$ cat config.mk
export PLATFORM = sky130hd
export DESIGN_NAME = max_result_reporter
export DESIGN_NICKNAME = d
export VERILOG_FILES = /design/src/rtl/max_result_reporter_pkg.sv /design/src/rtl/max_result_reporter_field_chunk_sel.sv /design/src/rtl/max_result_reporter.sv
export SDC_FILE = /design/constraint.sdc
export NUM_CORES = 1
export LEC_CHECK = 0
export CORE_ASPECT_RATIO = 2
export CORE_MARGIN = 2
export CORE_UTILIZATION = 53
export CTS_CLUSTER_DIAMETER = 60
export DETAILED_ROUTE_END_ITERATION = 7
export GPL_TIMING_DRIVEN = 0
export PLACE_DENSITY = 0.84
export RECOVER_POWER = 50
export SYNTH_ARGS = -nofsm -noshare
export SYNTH_HDL_FRONTEND = slang
export SYNTH_SLANG_ARGS = --single-unit
$ cat constraint.sdc
create_clock -name clk -period 2.49 [get_ports clk]
set_input_delay 0.249 -clock clk [delete_from_list [all_inputs] [get_ports clk]]
set_output_delay 0.249 -clock clk [all_outputs]
set_load 0.02 [all_outputs]
$ cat src/rtl/max_result_reporter_pkg.sv
// ---------------------------------------------------------------------------
// max_result_reporter_pkg
//   Shared definitions for the max-result reporter: default field widths of
//   the best-score result, output beat width, header tag, the reporter state
//   encoding and the beats-per-field helper.
//   No ports (package).
// ---------------------------------------------------------------------------
package max_result_reporter_pkg;

    localparam int DV_SCORE_WIDTH    = 10;
    localparam int DV_ROW_BITS_WIDTH = 6;
    localparam int DV_COL_BITS_WIDTH = 6;
    localparam int DV_OUT_WIDTH      = 8;

    localparam logic [7:0] DV_HDR_TAG = 8'hA5;

    typedef enum logic [2:0] {
        IDLE    = 3'd0,
        CAPTURE = 3'd1,
        HDR     = 3'd2,
        SCORE   = 3'd3,
        ROW     = 3'd4,
        COL     = 3'd5
    } rpt_state_t;

    // Number of OUT_WIDTH beats needed to carry a field of the given width.
    function automatic int beats_for(input int field_w, input int out_w);
        return (field_w + out_w - 1) / out_w;
    endfunction

    localparam int DV_NS = beats_for(DV_SCORE_WIDTH, DV_OUT_WIDTH);
    localparam int DV_NR = beats_for(DV_ROW_BITS_WIDTH, DV_OUT_WIDTH);
    localparam int DV_NC = beats_for(DV_COL_BITS_WIDTH, DV_OUT_WIDTH);

endpackage

$ cat src/rtl/max_result_reporter_field_chunk_sel.sv
// ---------------------------------------------------------------------------
// field_chunk_sel
//   Zero-extends a result field to N_CHUNKS*OUT_W bits and returns the
//   OUT_W-bit chunk selected by i_idx (chunk 0 = least significant).
//   Ports:
//     i_field  in  FIELD_W  field value (already captured in a shadow reg)
//     i_idx    in  IDX_W    chunk index
//     o_chunk  out OUT_W    selected chunk (zero when i_idx >= N_CHUNKS)
// ---------------------------------------------------------------------------
module field_chunk_sel
    import max_result_reporter_pkg::*;
#(
    parameter int FIELD_W  = DV_SCORE_WIDTH,
    parameter int N_CHUNKS = DV_NS,
    parameter int OUT_W    = DV_OUT_WIDTH,
    parameter int IDX_W    = 1
) (
    input  logic [FIELD_W-1:0] i_field,
    input  logic [IDX_W-1:0]   i_idx,
    output logic [OUT_W-1:0]   o_chunk
);

    localparam int EXT_W = N_CHUNKS * OUT_W;

    logic [EXT_W-1:0] w_ext;

    assign w_ext   = EXT_W'(i_field);
    // Shifting past the top yields zero, so out-of-range indices are harmless.
    assign o_chunk = OUT_W'(w_ext >> (OUT_W * int'(i_idx)));

endmodule

$ cat src/rtl/max_result_reporter.sv
// ---------------------------------------------------------------------------
// max_result_reporter
//   On a start pulse, captures the best score/row/col from the max-register
//   stage into shadow registers and streams a framed beat sequence:
//   header, score chunks, row chunks, col chunks (each field LSB chunk first).
//
//   Handshake: a beat transfers on a cycle where out_valid && out_ready.
//   Once out_valid is high, out_data/out_last hold until that transfer;
//   out_valid only falls after a transfer (or on rst). out_data is zero
//   whenever out_valid is low.
//
//   Ports:
//     clk, rst          clock, synchronous active-high reset
//     start             1-cycle pulse: result is final
//     max_score/row/col result fields from the max-register stage
//     out_data/valid/last/ready  output beat stream
//     busy              frame in progress (CAPTURE .. last transfer)
//     done              1-cycle pulse after the final transfer
//     err_overrun       sticky: start arrived while busy or on the done cycle
//     o_dbg_state       current reporter state
// ---------------------------------------------------------------------------
module max_result_reporter
    import max_result_reporter_pkg::*;
#(
    parameter int         SCORE_WIDTH    = DV_SCORE_WIDTH,
    parameter int         ROW_BITS_WIDTH = DV_ROW_BITS_WIDTH,
    parameter int         COL_BITS_WIDTH = DV_COL_BITS_WIDTH,
    parameter int         OUT_WIDTH      = DV_OUT_WIDTH,
    parameter logic [7:0] HDR_TAG        = DV_HDR_TAG
) (
    input  logic                      clk,
    input  logic                      rst,
    input  logic                      start,
    input  logic [SCORE_WIDTH-1:0]    max_score,
    input  logic [ROW_BITS_WIDTH-1:0] max_row,
    input  logic [COL_BITS_WIDTH-1:0] max_col,
    output logic [OUT_WIDTH-1:0]      out_data,
    output logic                      out_valid,
    output logic                      out_last,
    input  logic                      out_ready,
    output logic                      busy,
    output logic                      done,
    output logic                      err_overrun,
    output rpt_state_t                o_dbg_state
);

    localparam int NS   = beats_for(SCORE_WIDTH, OUT_WIDTH);
    localparam int NR   = beats_for(ROW_BITS_WIDTH, OUT_WIDTH);
    localparam int NC   = beats_for(COL_BITS_WIDTH, OUT_WIDTH);
    localparam int MAXN = (NS > NR) ? ((NS > NC) ? NS : NC) : ((NR > NC) ? NR : NC);
    localparam int CW   = (MAXN > 1) ? $clog2(MAXN) : 1;

    rpt_state_t                r_state;
    logic [CW-1:0]             r_cnt;
    logic [SCORE_WIDTH-1:0]    r_score;
    logic [ROW_BITS_WIDTH-1:0] r_row;
    logic [COL_BITS_WIDTH-1:0] r_col;
    logic [OUT_WIDTH-1:0]      r_data;
    logic                      r_valid;
    logic                      r_last;
    logic                      r_busy;
    logic                      r_done;
    logic                      r_err;

    logic [CW-1:0]        w_cnt_inc;
    logic [CW-1:0]        w_score_idx;
    logic [CW-1:0]        w_row_idx;
    logic [CW-1:0]        w_col_idx;
    logic [OUT_WIDTH-1:0] w_score_chunk;
    logic [OUT_WIDTH-1:0] w_row_chunk;
    logic [OUT_WIDTH-1:0] w_col_chunk;
    logic                 w_hs;
    logic                 w_start_ok;
    logic                 w_score_end;
    logic                 w_row_end;
    logic                 w_col_end;

    assign w_cnt_inc  = r_cnt + CW'(1);
    assign w_hs       = r_valid && out_ready;
    // The done cycle still counts as busy for start purposes.
    assign w_start_ok = start && (r_state == IDLE) && !r_done;

    assign w_score_end = (r_cnt == CW'(NS - 1));
    assign w_row_end   = (r_cnt == CW'(NR - 1));
    assign w_col_end   = (r_cnt == CW'(NC - 1));

    // Each selector looks one beat ahead: inside its own field it points at
    // the next chunk, elsewhere at chunk 0 (the first beat of that field).
    assign w_score_idx = (r_state == SCORE) ? w_cnt_inc : '0;
    assign w_row_idx   = (r_state == ROW)   ? w_cnt_inc : '0;
    assign w_col_idx   = (r_state == COL)   ? w_cnt_inc : '0;

    field_chunk_sel #(
        .FIELD_W (SCORE_WIDTH),
        .N_CHUNKS(NS),
        .OUT_W   (OUT_WIDTH),
        .IDX_W   (CW)
    ) u_score_sel (
        .i_field(r_score),
        .i_idx  (w_score_idx),
        .o_chunk(w_score_chunk)
    );

    field_chunk_sel #(
        .FIELD_W (ROW_BITS_WIDTH),
        .N_CHUNKS(NR),
        .OUT_W   (OUT_WIDTH),
        .IDX_W   (CW)
    ) u_row_sel (
        .i_field(r_row),
        .i_idx  (w_row_idx),
        .o_chunk(w_row_chunk)
    );

    field_chunk_sel #(
        .FIELD_W (COL_BITS_WIDTH),
        .N_CHUNKS(NC),
        .OUT_W   (OUT_WIDTH),
        .IDX_W   (CW)
    ) u_col_sel (
        .i_field(r_col),
        .i_idx  (w_col_idx),
        .o_chunk(w_col_chunk)
    );

    always_ff @(posedge clk) begin
        if (rst) begin
            r_state <= IDLE;
            r_cnt   <= '0;
            r_score <= '0;
            r_row   <= '0;
            r_col   <= '0;
            r_data  <= '0;
            r_valid <= 1'b0;
            r_last  <= 1'b0;
            r_busy  <= 1'b0;
            r_done  <= 1'b0;
            r_err   <= 1'b0;
        end else begin
            r_done <= 1'b0;
            if (start && !w_start_ok) begin
                r_err <= 1'b1;
            end
            case (r_state)
                IDLE: begin
                    if (w_start_ok) begin
                        r_state <= CAPTURE;
                        r_busy  <= 1'b1;
                    end
                end
                CAPTURE: begin
                    r_score <= max_score;
                    r_row   <= max_row;
                    r_col   <= max_col;
                    r_cnt   <= '0;
                    r_data  <= OUT_WIDTH'(HDR_TAG);
                    r_valid <= 1'b1;
                    r_last  <= 1'b0;
                    r_state <= HDR;
                end
                HDR: begin
                    if (w_hs) begin
                        r_state <= SCORE;
                        r_cnt   <= '0;
                        r_data  <= w_score_chunk;
                    end
                end
                SCORE: begin
                    if (w_hs) begin
                        if (w_score_end) begin
                            r_state <= ROW;
                            r_cnt   <= '0;
                            r_data  <= w_row_chunk;
                        end else begin
                            r_cnt  <= w_cnt_inc;
                            r_data <= w_score_chunk;
                        end
                    end
                end
                ROW: begin
                    if (w_hs) begin
                        if (w_row_end) begin
                            r_state <= COL;
                            r_cnt   <= '0;
                            r_data  <= w_col_chunk;
                            r_last  <= (NC == 1);
                        end else begin
                            r_cnt  <= w_cnt_inc;
                            r_data <= w_row_chunk;
                        end
                    end
                end
                COL: begin
                    if (w_hs) begin
                        if (w_col_end) begin
                            r_state <= IDLE;
                            r_cnt   <= '0;
                            r_data  <= '0;
                            r_valid <= 1'b0;
                            r_last  <= 1'b0;
                            r_busy  <= 1'b0;
                            r_done  <= 1'b1;
                        end else begin
                            r_cnt  <= w_cnt_inc;
                            r_data <= w_col_chunk;
                            r_last <= (w_cnt_inc == CW'(NC - 1));
                        end
                    end
                end
                default: begin
                    r_state <= IDLE;
                    r_valid <= 1'b0;
                    r_data  <= '0;
                    r_last  <= 1'b0;
                    r_busy  <= 1'b0;
                end
            endcase
        end
    end

    assign out_data    = r_data;
    assign out_valid   = r_valid;
    assign out_last    = r_last;
    assign busy        = r_busy;
    assign done        = r_done;
    assign err_overrun = r_err;
    assign o_dbg_state = r_state;

endmodule
**Word level (Yosys, flattened, before mapping)**

Cells that the tools add are included.

- Flip-flop bits (word level): 39
- Bits of input ports: 26
- Output and inout port bits: 16
- Logic and storage cells: 92

- Add/subtract/negate cells: 1
- Eq/ne operators: 14
- Shift operators: 3
- Mux-type cells: 37
- Bitwise operators: 7
- Reduce and logical (&&, ||, !) cells: 19

Operators by type and width:

| kind | number |
|---|---|
| $mux W8 | 7 |
| $pmux W8 S6 | 1 |
| $mux W3 | 8 |
| $pmux W3 S6 | 1 |
| $mux W1 | 16 |
| $ne A2 B2 Y1 const B | 8 |
| $shr A6 B4 Y8 | 2 |
| $reduce_and A4 Y1 | 3 |
| $shr A10 B4 Y8 | 1 |
| $pmux W1 S3 | 3 |
| $reduce_and A8 Y1 | 1 |
| $reduce_or A4 Y1 | 2 |
| $not A1 Y1 | 7 |
| $eq A3 B2 Y1 const B | 2 |
| $eq A3 B3 Y1 const B | 2 |
| $reduce_or A3 Y1 | 2 |
| $reduce_and A5 Y1 | 1 |
| $logic_and A1 B1 Y1 | 4 |
| $pmux W1 S4 | 1 |
| $reduce_bool A4 Y1 | 1 |
| $eq A3 B1 Y1 const B | 1 |
| $logic_not A3 Y1 | 1 |
| $reduce_and A3 Y1 | 1 |
| $logic_not A1 Y1 | 2 |
| 3 further kinds | 3 |

**Longest topological paths before layout**

- Depth in word-level cells: 6
- Gate-level depth with buffers: 6
- Depth with buffers taken out: 4

**By module**

From an unflattened synthesis, not the netlist that was laid out.

- Cells, all modules: 278
- Area, all modules: 2,213.4 sq um

Modules (own cells, without submodules):

| module | instances | cells an instance | area an instance (sq um) | sequential area each (sq um) |
|---|---|---|---|---|
| max_result_reporter | 1 | 252 | 2,025.7 | 780.7 |
| field_chunk_sel (u_col_sel ...) | 2 | 9 | 56.3 | 0.0 |
| field_chunk_sel (u_score_sel) | 1 | 8 | 75.1 | 0.0 |

**Worst setup path before layout**

Ideal clock, no wire load.

- Path kind: register -> register
- From: reg r_state[2], in the netlist o_dbg_state[2]
- To: reg r_data[4], in the netlist out_data[4]
- Arrival time: 1,378 ps
- Data required time: 2,376 ps
- Setup slack: 998 ps
- Cell stages (with the launch flop): 6
- Buffers on the path: 1
- Clock period less this slack: 1,492 ps
- Cells stage by stage: dfxtp_1 -> buf_4 -> xor2_2 -> a22o_1 -> a22o_1 -> a21o_1

- Word-level cells in the longest chain between the ends: 6
- Elaborated cells on any way between the ends: 26

RTL lines:

| what | RTL line | text |
|---|---|---|
| start: declaration | max_result_reporter.sv:53 | `rpt_state_t r_state;` |
| start signal: assignment | max_result_reporter.sv:128 | `r_state <= IDLE;` |
| start signal: assignment | max_result_reporter.sv:147 | `r_state <= CAPTURE;` |
| start signal: assignment | max_result_reporter.sv:159 | `r_state <= HDR;` |
| $eq A3 B2 Y1 (tied with other cells) | max_result_reporter.sv:89, max_result_reporter.sv:144 |  |
| $mux W1 (on tied branches) | max_result_reporter.sv:89, max_result_reporter.sv:90, max_result_reporter.sv:91 |  |
| $shr A10 B4 Y8 / $shr A6 B4 Y8 (equally long branches) | max_result_reporter_field_chunk_sel.sv:29 | `assign o_chunk = OUT_W'(w_ext >> (OUT_W * int'(i_idx)));` |
| $mux W8 (on tied branches) | max_result_reporter.sv:170, max_result_reporter.sv:182, max_result_reporter.sv:195 |  |
| $mux W8 (on tied branches) | max_result_reporter.sv:169, max_result_reporter.sv:181, max_result_reporter.sv:194 |  |
| $pmux W8 S6 | max_result_reporter.sv:144 | `case (r_state)` |
| end signal: assignment | max_result_reporter.sv:156 | `r_data <= OUT_WIDTH'(HDR_TAG);` |
| end signal: assignment | max_result_reporter.sv:173 | `r_data <= w_row_chunk;` |
| end signal: assignment | max_result_reporter.sv:176 | `r_data <= w_score_chunk;` |
| end: declaration | max_result_reporter.sv:58 | `logic [OUT_WIDTH-1:0] r_data;` |

Several ways; a longest one is shown, not always the timed one. The select of a mux whose other input is x is not followed.
A chain may end at the register's enable or synchronous reset.

**Final worst setup path**

- From: reg r_state[0], in the netlist o_dbg_state[0]
- To: reg r_data[1], in the netlist out_data[1]

Same word-level chain as after synthesis.

==> metrics.md <==
| Metric | Value |
|---|---|
| Pin count of the biggest net entering global routing | `13` |
| Chip Height | `around 87 microns` |
| CTS root buffer | `clkbuf_8` |
| Later-pin clock latency in the skew report | `290 ps` |
| Startpoint class of the critical path | `register` |
| GRT Util Overall | `0.272` |
| Fin nets | `300` |
| # DRC | `0` |
| R2R setup slack | `630 ps` |
| CTS buffer count | `5` |
| Synth cell count leaders | `52 x nand2_1, 39 x dfxtp_1, 33 x a21oi_1` |
| Power per Cell Area | `around 660 nW/um^2` |
| Largest cells by area after synthesis | `dfxtp_1 43%, nand2_1 11%, a21oi_1 9.0%` |
| Reg2Reg Depth | `6` |
| CTS tree | `yes` |
| Hold Slack | `~450 ps` |
| CP arrival | `2070 ps` |
| Slew @ Worst Pin | `536 ps` |
| Hold Path Class | `register to register` |
| Antenna cell count | `0` |
| #FFs+latches synth | `39` |
| First-pass GRT wire length | `7820 microns` |
| Fin. Hold Viols | `0` |
| Synthesis warning total | `0` |
| Required time of the critical path | `2700 ps` |
| Antenna viol nets, final | `0` |
| Clock sinks | `39` |
| Most frequent cell after synthesis | `nand2_1` |
| Vias per std cell | `about 5.9` |
| DRT iter0 DRCs | `57` |
| Worst R2R Start | `o_dbg_state[0]` |
| Synth Instances | `226` |
| Hpwl dp | `between 3000 and 4000 microns` |
| Crit Path Max Fanout | `10` |
| Unrepaired setup endpoints after global routing | `no` |
| CTS HTree Levels | `2` |
| Port Buffers | `41` |
| Sequential share of the synthesized area | `0.427` |
| Final core utilization | `0.716` |
| Crit path launch | `o_dbg_state[0]` |
| Crit share post-route | `0.746` |
| Pleak | `0.927 nW` |
| Main flop type after synthesis | `dfxtp_1` |
| CP endpoint | `out_data[1]` |
| Cell taking the most area after synthesis | `dfxtp_1` |
| Chip width | `45.5 microns` |
| Routability cong. | `between 0.9 and 1` |
| Congestion Overflow GR | `0` |
| Syn_nets | `about 250` |
| Row cnt | `30` |
| Status | `finished clean` |
| Core Box Area | `3340 sq um` |
| Effective utilization at floorplan | `0.547` |
| Distinct cells, synth | `between 40 and 50` |
| Syn avg cell area | `8.09 sq um` |
| Min-Delay Path Depth | `2` |
| Post-CTS Hold Fix Bufs | `0` |
| Drt first pass iters | `5` |
| Worst setup path class | `register to register` |
| Worst-path clk slew | `80 ps` |
| Reg-to-Reg End | `out_data[1]` |
| Setup TNS | `0 ps` |
| Pins Over Slew Limit | `0` |
| Async SR Flop Fraction | `0` |
| Area share of the largest cell type after synthesis | `0.427` |
| F_max | `roughly 540 MHz` |
| Relative slew margins | `0.642` |
| Final setup viols | `0` |
| Post-synth EDFFs | `0` |
| I/O Pins | `42` |
| Number of global-route vias before repair | `1690` |
| CTS max path bufs | `2` |
| Antenna violations before repair | `0` |
| Die area | `3960 sq um` |
| Max VDD drop | `0.000686 V` |
| Share of layout cells above drive strength 1 | `0.109` |
| Fin crit period | `1860 ps` |
| Resized Gates After CTS | `0` |
| Synthesized cell area | `1830 sq um` |
| Post-CTS Setup Bufs | `0` |
| WL final | `4820 microns` |
| WL/cell | `15.7 microns` |
| Skew final | `10.7 ps` |
| Vias | `1811` |
| CP endpoint kind | `register` |
| Max-cap violation count | `0` |
| Area growth from synthesis to layout | `30.9%` |
## registers in the layout, indices dropped and copies added (netlist names)
| signal | count |
|---|---|
| busy | 1 |
| r_row | 6 |
| r_score | 10 |
| err_overrun | 1 |
| done | 1 |
| out_data | 8 |
| r_cnt | 1 |
| r_col | 6 |
| out_last | 1 |
| out_valid | 1 |
| o_dbg_state | 3 |
## cells by family after synthesis
| kind of cell | Yosys count | share of synthesized area |
|---|---|---|
| simple gates | 90 | 0.240 |
| compound gates | 70 | 0.246 |
| flops | 39 | 0.427 |
| buf+inv | 23 | 0.0609 |
| xor+xnor | 2 | 0.0137 |
| mux | 2 | 0.0116 |
## cell usage in the layout (no fill, tap or decap), types with 7 or more instances in the layout
cell and n:
nand2_1 52, buf_2 9, clkbuf_1 7, nor2_1 11, dlygate4sd3_1 14, o21ai_0 9, clkdlybuf4s50_1 27, dfxtp_1 39
a21oi_1 33
## metrics by stage
step	total power [W]	setup WS, ps	std cells	cell area [sq um]
floorplan	0.000926	998	226	1830
global placement	0.00106	651	299	2280
detailed placement	0.00106	659	299	2280
CTS	0.00160	770	307	2400
global route	0.00165	520	307	2390
finish	0.00159	631	307	2390
## layout make-up
cell class	instances	area (sq um)
Fill cell	272	947
Multi-Input combinational cell	164	936
Sequential cell	39	781
Timing Repair Buffer	41	410
Buffer	18	90.1
Clock buffer	6	82.6
Tap cell	32	40.0
Clock inverter	2	35.0
Inverter	5	18.8
## worst max-delay path: stages (launching register included)
cell       delay (ps)
dfxtp_1           410
buf_2             270
clkbuf_1          400
nand3b_1          130
o21ai_0           170
a2bb2oi_1         160
a221oi_2          240
## how the worst min path moves through the flow
stage	startpoint	endpoint	slack, ps
floorplan	max_col[2]	r_col[2]	380
global placement	r_col[2]	r_col[2]	440
detailed placement	r_col[2]	r_col[2]	450
CTS	r_col[2]	r_col[2]	450
global route	out_last	out_last	480
finish	out_last	out_last	450
## where the power goes
group	total (W)	switching [W]	leakage, nW	internal (W)
clock network	0.000545	0.000221	0.0612	0.000324
logic	0.000341	0.000194	0.549	0.000147
registers	0.000704	0.0000339	0.318	0.000670
total	0.00159	0.000449	0.927	0.00114
## per-layer routing
layer,vias up,global-route usage,part of all wire
met5,-,0,0
met4,0,0.179,0.065
met3,23,0.0394,0.047
met2,73,0.476,0.55
met1,829,0.278,0.34
li1,886,-,-
(Power assumes the default switching activity.)
